**config.mk**
```make
export PLATFORM = sky130hd
export DESIGN_NAME = stump_mem_arbiter
export DESIGN_NICKNAME = d
export VERILOG_FILES = /design/src/rtl/stump_mem_arbiter.sv
export SDC_FILE = /design/constraint.sdc
export NUM_CORES = 1
export LEC_CHECK = 0
export BUFFER_PORTS_ARGS = -buffer_cell sky130_fd_sc_hd__buf_2
export CORE_MARGIN = 5
export CORE_UTILIZATION = 42
export CTS_CLUSTER_SIZE = 40
export DETAILED_ROUTE_END_ITERATION = 8
export GPL_TIMING_DRIVEN = 0
export PLACE_DENSITY = 0.76
export RECOVER_POWER = 50
export SETUP_SLACK_MARGIN = 0.15
export SLEW_MARGIN = 30
export SYNTH_ARGS = -nofsm -noshare
export SYNTH_HDL_FRONTEND = slang
export SYNTH_SLANG_ARGS = --single-unit
```
**constraint.sdc**
```tcl
create_clock -name clk -period 1.9 [get_ports clk]
set_clock_uncertainty 0.2 [all_clocks]
set_input_delay 0.38 -clock clk [delete_from_list [all_inputs] [get_ports clk]]
set_output_delay 0.38 -clock clk [all_outputs]
set_load 0.01 [all_outputs]
```
**src/rtl/stump_mem_arbiter.sv**
```systemverilog
// Two-port (instruction / data) arbiter in front of a single-ported memory with
// a fixed number of wait cycles per access.
module stump_mem_arbiter #(
  parameter int DATA_W = 16,
  parameter int ADDR_W = 16,
  parameter int WAIT   = 2
) (
  input  logic              clk,
  input  logic              rst,
  input  logic              i_req,
  input  logic [ADDR_W-1:0] i_addr,
  output logic [DATA_W-1:0] i_rdata,
  output logic              i_ack,
  input  logic              d_req,
  input  logic              d_wen,
  input  logic [ADDR_W-1:0] d_addr,
  input  logic [DATA_W-1:0] d_wdata,
  output logic [DATA_W-1:0] d_rdata,
  output logic              d_ack,
  output logic [ADDR_W-1:0] mem_addr,
  output logic [DATA_W-1:0] mem_wdata,
  input  logic [DATA_W-1:0] mem_rdata,
  output logic              mem_ren,
  output logic              mem_wen,
  output logic              busy,
  output logic              grant_d
);

  typedef enum logic [1:0] {IDLE, ACCESS, ACK} state_t;

  localparam logic [2:0] WAIT_INIT = 3'(WAIT);

  state_t              state_q, state_d;
  logic [2:0]          wait_q, wait_d;
  logic                own_d_q, own_d_d;
  logic                last_d_q, last_d_d;
  logic                wen_q, wen_d;
  logic [ADDR_W-1:0]   addr_q, addr_d;
  logic [DATA_W-1:0]   wdata_q, wdata_d;
  logic [DATA_W-1:0]   i_rdata_q, i_rdata_d;
  logic [DATA_W-1:0]   d_rdata_q, d_rdata_d;
  logic                pick_d;

  // Data port has priority, except right after a completed data grant.
  assign pick_d = d_req & (~i_req | ~last_d_q);

  always_comb begin
    state_d   = state_q;
    wait_d    = wait_q;
    own_d_d   = own_d_q;
    last_d_d  = last_d_q;
    wen_d     = wen_q;
    addr_d    = addr_q;
    wdata_d   = wdata_q;
    i_rdata_d = i_rdata_q;
    d_rdata_d = d_rdata_q;
    case (state_q)
      IDLE: begin
        if (i_req || d_req) begin
          own_d_d = pick_d;
          addr_d  = pick_d ? d_addr : i_addr;
          wdata_d = pick_d ? d_wdata : '0;
          wen_d   = pick_d & d_wen;
          wait_d  = WAIT_INIT;
          state_d = ACCESS;
        end
      end
      ACCESS: begin
        if (wait_q != 3'd0) begin
          wait_d = wait_q - 3'd1;
        end else begin
          if (!wen_q) begin
            if (own_d_q) d_rdata_d = mem_rdata;
            else         i_rdata_d = mem_rdata;
          end
          state_d = ACK;
        end
      end
      ACK: begin
        last_d_d = own_d_q;
        state_d  = IDLE;
      end
      default: state_d = IDLE;
    endcase
  end

  always_ff @(posedge clk or negedge rst) begin
    if (!rst) begin
      state_q   <= IDLE;
      wait_q    <= 3'd0;
      own_d_q   <= 1'b0;
      last_d_q  <= 1'b0;
      wen_q     <= 1'b0;
      addr_q    <= '0;
      wdata_q   <= '0;
      i_rdata_q <= '0;
      d_rdata_q <= '0;
    end else begin
      state_q   <= state_d;
      wait_q    <= wait_d;
      own_d_q   <= own_d_d;
      last_d_q  <= last_d_d;
      wen_q     <= wen_d;
      addr_q    <= addr_d;
      wdata_q   <= wdata_d;
      i_rdata_q <= i_rdata_d;
      d_rdata_q <= d_rdata_d;
    end
  end

  // Strobes and acks decode straight from registered state, so reset clears them at once.
  assign mem_addr  = addr_q;
  assign mem_wdata = wdata_q;
  assign mem_ren   = (state_q == ACCESS) & ~wen_q;
  assign mem_wen   = (state_q == ACCESS) & wen_q;
  assign i_ack     = (state_q == ACK) & ~own_d_q;
  assign d_ack     = (state_q == ACK) & own_d_q;
  assign busy      = (state_q != IDLE);
  assign grant_d   = busy & own_d_q;
  assign i_rdata   = i_rdata_q;
  assign d_rdata   = d_rdata_q;

endmodule

```
==> summary.md <==
| Metric | Value |
|---|---|
| Static leakage | `2.29 nW` |
| Chip height | `94.8 µm` |
| FFs w/ async S/R, synth | `1.00` |
| Final-report max-slew violation count | `0` |
| Kind of critical path | `reg -> out` |
| Max incr delay on CP | `410 ps` |
| Routed WL per cell | `15.6 µm` |
| Crit path launch type | `flip-flop` |
| GR Util met1 | `0.210` |
| Antenna violations before repair | `0` |
| DRC viols | `0` |
| Peak supply drop | `685 µV` |
| Dominant cells by area after synthesis | `dfrtp_1 (60%), mux2_2 (20%), mux2_4 (5.5%)` |
| PD cells | `1750 nW/µm²` |
| Synth Area in Compound Gates | `0.0671` |
| Largest net degree at the start of global routing | `51` |
| Syn Nets | `268` |
| Crit share post-route | `1.02` |
| Synth cell count leaders | `dfrtp_1 (72), mux2_2 (53), a22o_1 (17)` |
| Clock buffer count from CTS | `9` |
| Critical Path AT | `1360 ps` |
| Footprint of the multi-input gates | `1200 µm²` |
| DR vias | `2250` |
| FP Rows | `31` |
| Post-route ant nets | `0` |
| FF/Latch Area | `1800 µm²` |
| GR Layer Usage met3 | `0.0510` |
| Vias in the first global route | `2366` |
| Unrepaired setup endpoints after global routing | `yes` |
| CP max stage cell | `dfrtp_1` |
| Met2 Usage GRT | `0.282` |
| Final setup margin | `-37.1 ps` |
| Clock Tree Buf Depth | `2` |
| Mux cell area share after synthesis | `0.252` |
| Count leader, synth | `dfrtp_1` |
| Port bufs | `138` |
| Initial Util | `0.423` |
| Critical Path RT | `1320 ps` |
| CP delay by family, top | `flip-flops` |
| Seq cells post-synth | `72` |
| Diode count | `0` |
| Max_cap viols | `0` |
| Cells after synthesis | `197` |
| Post-synthesis cell type count | `29` |
| Number of H-tree levels | `3` |
| Avg Vias per Cell | `4.76` |
| Skew-Pair Late Insertion Delay | `330 ps` |
| Failing checks | `setup timing` |
| Mapped Area | `3020 µm²` |
| Commonest register cell after synthesis | `dfrtp_1` |
| XOR/XNOR share of the synthesized area | `0` |
| Final WL | `7390 µm` |
| Busiest grt layer | `met2` |
| GRT Overall Usage | `0.170` |
| Peak fanout along the critical path | `3` |
| Max-slew headroom | `0.609` |
| Total core area | `7140 µm²` |
| Clk slew on worst S/H paths | `70 ps` |
| Most frequent CP cell | `buf_6` |
| Layout cell share with drive strength beyond 1 | `0.671` |
| DIE WIDTH | `94.8 µm` |
| Fill cells | `579` |
| Simple-gate share of the synthesized area | `0.0406` |
| Post-synth EDFFs | `0` |
| Post-synthesis sequential area ratio | `0.597` |
| Combinational family with the most area after synthesis | `multiplexers` |
| Finished Cell Area | `4520 µm²` |
| TritonCTS clock tree | `done` |
| Synth top area share | `0.597` |
| Synthesized-area fraction occupied by adder cells | `0.00829` |
| Gp weighted congestion | `0.744` |
| Status | `complete, but fails checks` |
| Layout Area Growth over Synthesis | `49.7%` |
| Maximum operating frequency | `0.516 GHz` |
| Placed cell areas | `3890 µm²` |
| Warnings, synthesis | `0` |
| R2R Setup Slk | `-20 ps` |
| Final Hold Vio Count | `0` |
| Syn_area_per_cell | `15.3 µm²` |
| Clock sink count | `72` |
| HPWL after DPL | `5280 µm` |
| Die area | `8980 µm²` |
| Iter 0 DRT Violations | `32` |
| Worst setup EP type | `primary output` |
| Setup tns final | `-149 ps` |
| Grt total ovfl | `0` |
| Top cell type by total area after synthesis | `dfrtp_1` |
| Nets | `440` |
| Min Clock Period, post-route | `1940 ps` |
| Final Setup Violations | `12` |
| Crit-path cells | `or2_1 > buf_6 > and2_4 > buf_6` |
| IO Count | `139` |
| Worst-Margin Slew | `586 ps` |
| First-pass GRT wire length | `11600 µm` |
| Worst hold path class | `in -> reg` |
| WP buf/inv | `2` |
| Clk root buf | `clkbuf_8` |
| First drt pass iteration count | `4` |
## stage by stage
step	std cells	hold WS, ps	util	setup slack (ps)	total power (W)
finish	473	64.7	0.633	-37.1	0.00793
global route	473	39.7	0.633	-91.9	0.00841
CTS	471	44.9	0.629	-66.5	0.00794
detailed placement	435	103	0.546	-237	0.00577
global placement	434	269	0.541	-198	0.00567
floorplan	197	-116	-	67.0	0.00458
## cells in the final DEF, fill, tap and decap left out, types with 2 or more instances in the layout
cell type,instances
buf_2,124
dfrtp_1,72
mux2_2,47
mux2_4,17
a22o_1,17
buf_4,12
clkbuf_1,12
buf_6,11
clkbuf_8,9
buf_12,5
nor2_1,3
buf_8,3
bufinv_16,3
buf_16,3
inv_1,2
or2_1,2
and2_4,2
nand2b_1,2
nand3_1,2
a21o_1,2
inv_6,2
## power by group
| part | leakage [nW] | total [W] | switching, W | internal (W) |
|---|---|---|---|---|
| clock | 0.117 | 0.00145 | 0.000569 | 0.000882 |
| combinational | 1.30 | 0.00378 | 0.00159 | 0.00219 |
| sequential | 0.877 | 0.00269 | 0.000404 | 0.00229 |
| total | 2.29 | 0.00793 | 0.00256 | 0.00537 |
## routing by layer
| layer | wire length, µm | vias up |
|---|---|---|
| met5 | 0 | - |
| met4 | 53 | 0 |
| met3 | 602 | 4 |
| met2 | 3640 | 88 |
| met1 | 3090 | 1110 |
| li1 | - | 1048 |
## flip-flops by register name (all words and copies together) (netlist names)
register / count
last_d_q: 1
wen_q: 1
mem_wdata: 16
wait_q: 3
d_rdata: 16
own_d_q: 1
state_q: 2
i_rdata: 16
mem_addr: 16
## final timing paths
kind | startpoint | to | cells after the start
min in group asynchronous | rst | d_rdata[15] | 2
min | d_wdata[8] | mem_wdata[8] | 2
max reg2reg | state_q[0] | wen_q | 7
max in group asynchronous | rst | mem_wdata[11] | 3
max | state_q[0] | grant_d | 4
min reg2reg | wait_q[1] | wait_q[1] | 1
## repair_timing
| action | 4_1_cts | 5_1_grt |
|---|---|---|
| endpoints found under the setup margin | 62 | 74 |
| buffers inserted | 16 | 1 |
| pin swaps | 22 | 2 |
| hold buffers | 1 | 0 |
| cloned | 3 | 1 |
| endpoints found under the hold margin | 22 | 0 |
| resized for setup | 31 | 6 |
## final cells by class
cell class / instances / share of cell area
Multi-Input combinational cell: 111 / 0.265
Clock buffer: 10 / 0.0282
Timing Repair Buffer: 161 / 0.219
Clock inverter: 6 / 0.0255
Tap cell: 99 / 0.0274
Inverter: 3 / 0.00249
Sequential cell: 72 / 0.399
Buffer: 11 / 0.0335
## cell families after synthesis
kind of cell,count (synthesis)
AOI/OAI and AO/OA,24
DFF,72
muxes,64
buffers and inverters,14
adders and majority gates,2
and+or+nand+nor,21
No activity file was read; power rests on OpenSTA's default activity.
